[config.mk]
export PLATFORM = sky130hd
export DESIGN_NAME = sat_counter
export DESIGN_NICKNAME = d
export VERILOG_FILES = /design/src/rtl/count_seq_checker_sat_counter.sv
export SDC_FILE = /design/constraint.sdc
export NUM_CORES = 1
export LEC_CHECK = 0
export ABC_AREA = 1
export BUFFER_PORTS_ARGS = -buffer_cell sky130_fd_sc_hd__buf_2
export CORE_AREA = 3 3 40 42
export DETAILED_ROUTE_END_ITERATION = 7
export DIE_AREA = 0 0 43 45
export SETUP_SLACK_MARGIN = 0.15
export SYNTH_ARGS = -nofsm -noshare
export SYNTH_HDL_FRONTEND = slang
export SYNTH_SLANG_ARGS = --single-unit
[constraint.sdc]
create_clock -name clk -period 2.7 [get_ports clk]
set_input_delay 0.27 -clock clk [delete_from_list [all_inputs] [get_ports clk]]
set_output_delay 0.27 -clock clk [all_outputs]
set_load 0.05 [all_outputs]
[src/rtl/count_seq_checker_sat_counter.sv]
// Saturating up counter: counts inc pulses, holds at all-ones.
// Ports: clk, reset (sync, active-high), inc, cnt[WIDTH-1:0].
module sat_counter #(
    parameter int WIDTH = 8
) (
    input  logic             clk,
    input  logic             reset,
    input  logic             inc,
    output logic [WIDTH-1:0] cnt
);

    logic [WIDTH-1:0] cnt_d;
    logic [WIDTH-1:0] cnt_q;

    always_comb begin
        cnt_d = cnt_q;
        if (inc && (cnt_q != {WIDTH{1'b1}})) begin
            cnt_d = cnt_q + WIDTH'(1);
        end
    end

    always_ff @(posedge clk) begin
        if (reset) begin
            cnt_q <= '0;
        end else begin
            cnt_q <= cnt_d;
        end
    end

    assign cnt = cnt_q;

endmodule

* Word-level counts from Yosys, hierarchy flattened
Index checks and enable logic that the tools add are counted.
** Cells by class
- Reduce and logical (&&, ||, !) cells :: 1
- $add $sub $neg :: 1
- Equality and inequality tests :: 1
** Operators by type and width (number)
- 8-bit by 1-bit adder with 8-bit output, second input constant :: 1
- 8-bit != test, second input constant :: 1
- 1-bit logical AND :: 1
** Storage, ports and cells
- Word-level logic and storage cells :: 4
- Output and inout bits :: 8
- Input port bits :: 3
- Bits in registers :: 8

* Longest topological paths before layout
Gate-level depths: netlist of run 1.
- Depth in word-level cells :: 2
- Gate-level depth with buffers :: 8
- Depth with buffers taken out :: 7

* Worst setup path before layout of run 1
No wires, ideal clock.
- Path kind :: register to register
- Start point :: register cnt_q[0], in the netlist cnt[0]
- End point :: register cnt_q[3], in the netlist cnt[3]
- Arrival :: 1484 ps
- Buffers on the path :: 1
- Path slack :: 1098 ps
- Cell stages (with the launch flop) :: 8
- Period minus slack after synthesis :: 1602 ps
- Setup time :: 117 ps
- Data required time :: 2583 ps
- Cell sequence :: dfxtp_1 -> ha_1 -> nand3_2 -> inv_2 -> nand2_2 -> buf_6 -> a21oi_1 -> nor2_1
** On the way
- Word-level cells in the longest chain between the ends :: 2
- Elaborated cells between the ends (all ways) :: 3
- Classes of those cells :: add/sub (1); eq/ne (1); reduce/logical (1)
** Ends and longest elaborated chain
- start: declaration :: RTL line 13 : logic [WIDTH-1:0] cnt_q;
- start signal: assignment :: RTL line 26 : cnt_q <= cnt_d;
- branches (longest 2 deep; another with 8-bit by 1-bit adder with 8-bit output)
Several ways; the timed one is not identified.
A chain may end at the register's enable or synchronous reset.

* Worst setup path after layout of run 1
- Start point :: register cnt_q[3], in the netlist cnt[3]
- End point :: output cnt[3]
** RTL lines
- end: declaration :: RTL line 9 : output logic [WIDTH-1:0] cnt
No word-level cell between the ends.

==> results of run 1 <==
[metal layers]
layer	share of wire [%]	track usage, %	wire length (um)
met1	48	15.1	470
met2	45	20.1	439
met3	5.1	3.59	50
met4	1.5	7.23	15
met5	0	0	0
[stage by stage]
step / hold WS [ns] / worst slack, ns / cell area, um2 / power, uW
CTS: 0.269 / 1.41 / 557 / 255
global route: 0.317 / 1.29 / 557 / 266
detailed placement: 0.477 / 1.44 / 534 / 158
finish: 0.269 / 1.42 / 557 / 251
floorplan: 0.434 / 1.10 / 484 / 151
global placement: 0.474 / 1.46 / 534 / 158
[where the power goes]
| part | internal, uW | switching (uW) |
|---|---|---|
| sequential | 121 | 3.60 |
| combinational | 9.30 | 21.1 |
| clock | 51.2 | 44.8 |
| total | 181 | 69.5 |
[placed cells by master (no fill, tap or decap)]
cell      netlist  final
nand2_1        20     20
nand3b_2        1      1
buf_2           0     10
dfxtp_1         8      8
inv_1           9      9
nand2_2         1      1
ha_1            1      1
nor2_1         15     15
nand3_2         2      2
o21ai_1         1      1
inv_2           2      2
clkbuf_4        0      3
nor2_2          2      2
nand3_1         7      7
a21oi_1         6      6
[cell type report]
cell class | count | share of cell area, %
multi-input combinational | 56 | 47.4
inverter | 11 | 7.42
timing repair buffer | 10 | 8.99
sequential | 8 | 28.8
clock buffer | 3 | 4.04
tap | 15 | 3.37
[cells by family (layout without fill, tap and decap cells)]
logic type	after synthesis	in the layout	synth area share, %
compound gates	7	7	7.23
fa+ha+maj	1	1	2.58
flops	8	8	33.1
buf+inv	13	24	12.4
simple gates	48	48	44.7
[path summary, 6_finish.rpt]
| check | from | slack [ns] | cells after the start | endpoint |
|---|---|---|---|---|
| max reg2reg | cnt[0] | 1.43 | 6 | cnt[4] |
| min reg2reg | cnt[6] | 0.48 | 2 | cnt[6] |
| max | cnt[3] | 1.42 | 1 | cnt[3] |
| min | reset | 0.27 | 4 | cnt[2] |
==> results.toml, run 1 <==
[drt]
viasPerCell = 4.57
drt-wirelength-per-cell_um = 9.47
vias = 471
firstDrtPassIters = 3
postRouteAntennaNets = 0
route.detailed.drc = 0
drt_wl_total_um = 975
drtIter0Drc = 7

[min_path]
hold_path.class = "input port to flop"

[critical_path]
worst-endpoint-arrival_ns = 1.01
critPathLaunchType = "flop"
path_buf_inv = 1
crit_required_ns = 2.43
path_max_fanout = 7
crit_path_top_delay_cell = "dfxtp_1"
crit_type = "flop to output port"
cp_top_family = "flip-flops"
critPathMaxStageDelay_ns = 0.44
path_cells = "buf_2"
endpoint_kind = "output port"

[floorplan]
io_pins = 11
fp.dieArea_mm2 = 0.00194
rows = 13
core_area_mm2 = 0.00128
die_h_um = 45
start_util_pct = 37.7
die_w_um = 43

[layout]
multiInputGateArea_um2 = 264
largest_register_ffs = 8
antennaDiodeCount = 0
fill_cells = 146
nets = 94
area_delta_synth_final_pct = 15.0
regArea_um2 = 160
fin_util_pct = 43.3
drive_gt1_share_pct = 23.9
finalNonFillerCells = 103

[outcome]
status = "finished, final reports clean"

[synthesis]
synthCells = 77
synth_common_cells = "nand2_1 (20), nor2_1 (15), inv_1 (9)"
synth_enable_flop_cells = 0
syn-num-nets = 81
ys_async_sr_fraction_pct = 0
synthesis.area_um2 = 484
synth_top_cell_by_area = "dfxtp_1"
synth_cell_types = 15
synth_most_common_cell = "nand2_1"
ys_warn_count = 0
synthFlopType = "dfxtp_1"
ys_ff_latch = 8
avgSynthCellArea_um2 = 6.29
ys_seq_area_share_pct = 33.1
yosys-top-cells-area = "dfxtp_1 (33%), nand2_1 (16%), nor2_1 (12%)"
synth_top_area_share_pct = 33.1

[global_routing]
grt_start_max_net_pins = 13
grt_antenna_before_repair = 0
grt.total_usage_pct = 12.6
grt_pass1_vias = 431
grt_pass1_wl_um = 1790
grt.overflow.total = 0

[cts]
ctsHoldBuffers = 0
cts-root-buf = "clkbuf_4"
htreeDepth = 1
clk_latency_ns = 0.26
cts.sinks = 8
clkSlewWorstSetupHoldPaths_ns = 0.06
clock_path_buffers = 2
cts_resized = 0
cts_tree = "done"
postCtsSetupBuffers = 0
cts_made_buffers = 3

[sta]
hold_viol_final = 0
final-max-slew-violation-count = 0
maxSlewHeadroom_pct = 83.4
tightest_slew_ns = 0.251
min_period_ns = 1.28
grt_setup_unrepaired = "no"
setup_viol = 0
fmax_mhz = 783
clock_skew_ns = 0.00863
finalCritPeriodShare_pct = 47.3
finalSetupTns_ns = 0

[placement]
post-place-cells = 100
io_buffers = 10
gp_congestion = 0.735
dp_hpwl_um = 739

[power]
power_density_mw_per_mm2 = 451
p_leak_uw = 0.000288
peakVddDrop_mv = 0.187

[run]
maxCapViolCount = 0
No activity file was read; power rests on OpenSTA's default activity.
==> run 2: changes to the inputs <==
Settings changed: ABC_AREA 1 to 0.
Clock period 2.7 ns to 1 ns, I/O delays scaled along.
==> results.toml, run 2 <==
[synthesis]
ys_async_sr_fraction_pct = 0
synth_most_common_cell = "dfxtp_1"
synthFlopType = "dfxtp_1"
synthesis.area_um2 = 430
synth_top_cell_by_area = "dfxtp_1"
avgSynthCellArea_um2 = 9.36
synthCells = 46
ys_ff_latch = 8
synth_cell_types = 25
syn-num-nets = 50
ys_warn_count = 0
synth_enable_flop_cells = 0
ys_seq_area_share_pct = 37.2
synth_top_area_share_pct = 37.2
synth_common_cells = "dfxtp_1 (8), a21oi_1 (5), nand2_1 (5)"
yosys-top-cells-area = "dfxtp_1 (37%), a21oi_1 (5.8%), a21boi_4 (4.4%)"

[layout]
fill_cells = 96
largest_register_ffs = 8
drive_gt1_share_pct = 72.2
area_delta_synth_final_pct = 102
antennaDiodeCount = 0
nets = 84
fin_util_pct = 67.8
final_cell_mix = "buf_6 (10), buf_4 (10), buf_8 (8)"

[sta]
hold_ws_ns = 0.101
grt_setup_unrepaired = "yes"
min_period_ns = 1.25
maxSlewHeadroom_pct = 86.3
finalCritPeriodShare_pct = 125
tightest_slew_ns = 0.204
final-max-slew-violation-count = 0
hold_viol_final = 0
clock_skew_ns = 0.00516
fmax_mhz = 803
setup_viol = 10
setup_slack_ns = -0.246

[critical_path]
r2r-start = "cnt[1]"
r2r_end = "cnt[0]"
critPathLaunchType = "flop"
worst-endpoint-arrival_ns = 1.40
reg2reg_depth = 4
crit_path_top_delay_cell = "dfxtp_4"
critPathMaxStageDelay_ns = 0.35
endpoint_kind = "flop"
reg2reg_slack_ns = -0.25
path_max_fanout = 2
crit_required_ns = 1.15
crit_type = "flop to flop"
path_buf_inv = 0
cp_top_family = "flip-flops"
path_cells = "ha_4 > and3_4 > a21boi_4 > mux2_4"

[placement]
gp_congestion = 0.783
io_buffers = 10
dp_hpwl_um = 864
dp_worst_setup_slack_ns = -0.287

[floorplan]
core_area_mm2 = 0.00128
io_pins = 11
start_util_pct = 33.5
fp.dieArea_mm2 = 0.00194
die_w_um = 43
die_h_um = 45
rows = 13

[global_routing]
grt_pass1_vias = 439
grt_start_max_net_pins = 9
grt_antenna_before_repair = 0
grt.overflow.total = 0
grt_pass1_wl_um = 2000
grt.total_usage_pct = 14.2

[outcome]
status = "complete, but fails checks"
violations = "negative setup slack"

[cts]
cts.sinks = 8
cts_made_buffers = 3
clkSlewWorstSetupHoldPaths_ns = 0.06
clock_path_buffers = 2
clk_latency_ns = 0.27
cts-root-buf = "clkbuf_4"
cts_tree = "done"
htreeDepth = 1

[drt]
viasPerCell = 5.46
vias = 513
drtIter0Drc = 16
route.detailed.drc = 0
firstDrtPassIters = 5
postRouteAntennaNets = 0
drt-wirelength-per-cell_um = 15.4
drt_wl_total_um = 1450

[power]
peakVddDrop_mv = 0.509
switching_share_pct = 28.5
finalPower_uw = 767
power_frac_seq_pct = 42.1
power.switching_uw = 219
p_leak_uw = 0.000352
p_comb_share_pct = 20.6
power_density_mw_per_mm2 = 881
power_frac_clock_pct = 37.3
internal-power_uw = 549

[min_path]
hp-start = "reset"
hold_depth = 2
hold_path.class = "input port to flop"
min_to = "cnt[5]"

[run]
maxCapViolCount = 0
==> run 2: worst max path at each step <==
stage | start | endpoint | slack (ns) | cells after the start
after CTS | cnt[0] | cnt[1] | -0.26 | 5
after global routing | cnt[1] | cnt[1] | -0.28 | 5
after floorplan | cnt[1] | cnt[0] | -0.33 | 4
after detailed placement | cnt[1] | cnt[1] | -0.29 | 5
final | cnt[1] | cnt[0] | -0.25 | 4
after global placement | cnt[1] | cnt[0] | -0.25 | 4
==> run 2: logic make-up (layout without fill, tap and decap cells) <==
kind of cell             after synthesis  in the layout  share of synthesized area [%]
AND/OR/NAND/NOR                       18             18                           24.7
buffers and inverters                  2             35                           3.49
flip-flops                             8              8                           37.2
multiplexers                           2              2                           5.81
adder cells (fa/ha/maj)                1              1                           2.91
AO/OA/AOI/OAI                         15             15                           25.9
==> run 2: through the flow <==
stage | instance area, um2 | cells | TNS (ns)
CTS | 833 | 92 | -1.46
detailed placement | 622 | 81 | -1.08
global route | 871 | 94 | -1.96
finish | 871 | 94 | -1.62
global placement | 622 | 81 | -0.989
floorplan | 482 | 46 | -1.17
==> run 2: cell type report <==
cell class,instances,area [um2],share of cell area [%]
well taps,15,18.8,2.16
inverters,1,3.75,0.431
flip-flops and latches,8,188,21.6
clock buffers,4,26.3,3.02
multi-input cells,36,317,36.4
repair buffers,30,318,36.5
==> run 2: power by group through the flow <==
stage	registers [uW]	clock network (uW)	logic, uW
after CTS	322	289	133
after floorplan	362	0	30.2
final	323	286	158
after global placement	329	0	105
after detailed placement	329	0	107
after global routing	325	300	167
==> run 2: what timing repair did <==
item	CTS	global route
buffers inserted	7	2
setup endpoints to repair	16	16
resized for setup	38	6
pin swaps	11	7
hold buffers	0	0
==> run 2: metal layers <==
layer | vias to the layer above | share of wire [%] | GRT usage (%)
met3 | 5 | 4.6 | 2.39
met5 | - | 0 | 0
met2 | 19 | 50 | 21.6
met1 | 244 | 43 | 18.1
li1 | 245 | - | -
met4 | 0 | 2.5 | 10.8
==> run 3: changes to the inputs <==
--- a/config.mk
+++ b/config.mk
@@ -8,7 +8,8 @@
 export ABC_AREA = 0
 export BUFFER_PORTS_ARGS = -buffer_cell sky130_fd_sc_hd__buf_2
-export CORE_AREA = 3 3 40 42
+export CORE_AREA = 2 2 39 41
+export CTS_CLUSTER_DIAMETER = 200
 export DETAILED_ROUTE_END_ITERATION = 7
-export DIE_AREA = 0 0 43 45
+export DIE_AREA = 0 0 41 43
 export SETUP_SLACK_MARGIN = 0.15
 export SYNTH_ARGS = -nofsm -noshare
==> constraint.sdc (replaced) <==
create_clock -name clk -period 1 [get_ports clk]
set_input_delay 0.1 -clock clk [delete_from_list [all_inputs] [get_ports clk]]
set_output_delay 0.1 -clock clk [all_outputs]
set_load 0.01 [all_outputs]
==> results.toml, run 3 (synthesized netlist as in run 2, its figures left out) <==
[drt]
drtIter0Drc = 20
vias = 502
route.detailed.drc = 0
drt-wirelength-per-cell_um = 15.2
postRouteAntennaNets = 0
viasPerCell = 5.23
drt_wl_total_um = 1460
firstDrtPassIters = 4

[min_path]
hold_path.class = "input port to flop"
hold_depth = 3
min_to = "cnt[3]"
hp-start = "reset"

[placement]
gp_congestion = 0.687
dp_hpwl_um = 858
io_buffers = 10
place_area_um2 = 624

[cts]
htreeDepth = 1
cts.sinks = 8
clk_latency_ns = 0.26
cts_tree = "done"
clkSlewWorstSetupHoldPaths_ns = 0.06
cts_made_buffers = 3
clock_path_buffers = 2
ctsHoldBuffers = 0
cts-root-buf = "clkbuf_4"

[critical_path]
reg2reg_slack_ns = -0.23
critPathLaunchType = "flop"
crit_path_top_delay_cell = "or3_2"
path_buf_inv = 1
reg2reg_depth = 4
path_max_fanout = 5
crit_type = "flop to flop"
worst-endpoint-arrival_ns = 1.42
path_cells = "buf_4 > nand4_1 > or3_2 > o21ai_1"
cp_top_family = "simple AND/OR/NAND/NOR gates"
endpoint_kind = "flop"
r2r-start = "cnt[0]"
critPathMaxStageDelay_ns = 0.44
crit_required_ns = 1.19
r2r_end = "cnt[3]"

[floorplan]
core_area_mm2 = 0.00138
start_util_pct = 31.1
io_pins = 11
die_h_um = 43
fp.dieArea_mm2 = 0.00176
die_w_um = 41
rows = 14

[sta]
final-max-slew-violation-count = 0
tightest_slew_ns = 0.185
clock_skew_ns = 0.00977
hold_ws_ns = 0.115
hold_viol_final = 0
setup_viol = 8
finalCritPeriodShare_pct = 123
finalSetupTns_ns = -1.40
setup_slack_ns = -0.227
fmax_mhz = 815
maxSlewHeadroom_pct = 87.6
min_period_ns = 1.23
grt_setup_unrepaired = "yes"

[layout]
antennaDiodeCount = 0
final_cell_mix = "buf_6 (16), buf_4 (12), nand2_1 (5), dfxtp_2 (5)"
largest_register_ffs = 8
stdcell_area_um2 = 825
drive_gt1_share_pct = 71.3
fin_util_pct = 59.6
final_common_cell = "buf_6"
area_delta_synth_final_pct = 91.6
nets = 85
multiInputGateArea_um2 = 312
regArea_um2 = 178
fill_cells = 104

[run]
maxCapViolCount = 0

[outcome]
violations = "negative setup slack"
status = "complete, but fails checks"

[power]
p_leak_uw = 0.000348
finalPower_uw = 712
peakVddDrop_mv = 0.460
power_density_mw_per_mm2 = 863

[global_routing]
grt.overflow.total = 0
grt_pass1_vias = 500
grt_antenna_before_repair = 0
grt_pass1_wl_um = 2330
grt_start_max_net_pins = 7
grt.total_usage_pct = 20.3
-- run 3: changes by cell type in the layout (fill, tap and decap cells not counted), sizes merged --
| cell | change |
|---|---|
| buf | +1 |
-- run 3: stage by stage --
step | setup slack [ns] | cells
2_1_floorplan | -0.265 | 46
3_3_place_gp | -0.214 | 84
3_5_place_dp | -0.236 | 84
4_1_cts | -0.225 | 95
5_1_grt | -0.251 | 96
6_report | -0.227 | 96
-- run 3: metal layers --
layer / vias to the layer above / global-route usage [%] / part of all wire, %
li1: 245 / - / -
met1: 241 / 24.5 / 44
met2: 12 / 31.9 / 53
met3: 4 / 3.14 / 1.9
met4: 0 / 12.0 / 1.7
met5: - / 0 / 0
-- run 3: worst register-to-register path: stages, from the launching register on --
cell	delay, ns
dfxtp_2	0.36
buf_4	0.14
nand4_1	0.16
or3_2	0.44
o21ai_1	0.07
-- run 3: worst max-delay path by stage --
stage	from	endpoint	slack (ns)	cells past startpoint
CTS	cnt[0]	cnt[0]	-0.23	4
floorplan	cnt[1]	cnt[0]	-0.27	4
finish	cnt[0]	cnt[3]	-0.23	4
detailed placement	cnt[1]	cnt[0]	-0.24	4
global route	cnt[0]	cnt[3]	-0.25	4
global placement	cnt[1]	cnt[0]	-0.21	4
-- run 3: timing repair --
| action | in CTS | in global routing |
|---|---|---|
| pin swaps | 9 | 3 |
| setup endpoints to repair | 16 | 16 |
| buffers inserted | 7 | 1 |
| gates resized for setup | 25 | 2 |
-- run 3: power breakdown --
group	internal [uW]	switching, uW	total [uW]	leakage (uW)
clock network	153	120	273	0.0000150
registers	321	10.4	332	0.0000695
logic	57.1	49.9	107	0.000263
total	532	180	712	0.000348
-- run 3: final cells by class --
type                            count  area share, %
Multi-Input combinational cell     36           37.8
Inverter                            1          0.455
Timing Repair Buffer               31           34.6
Sequential cell                     8           21.5
Tap cell                           16           2.43
Clock buffer                        4           3.19
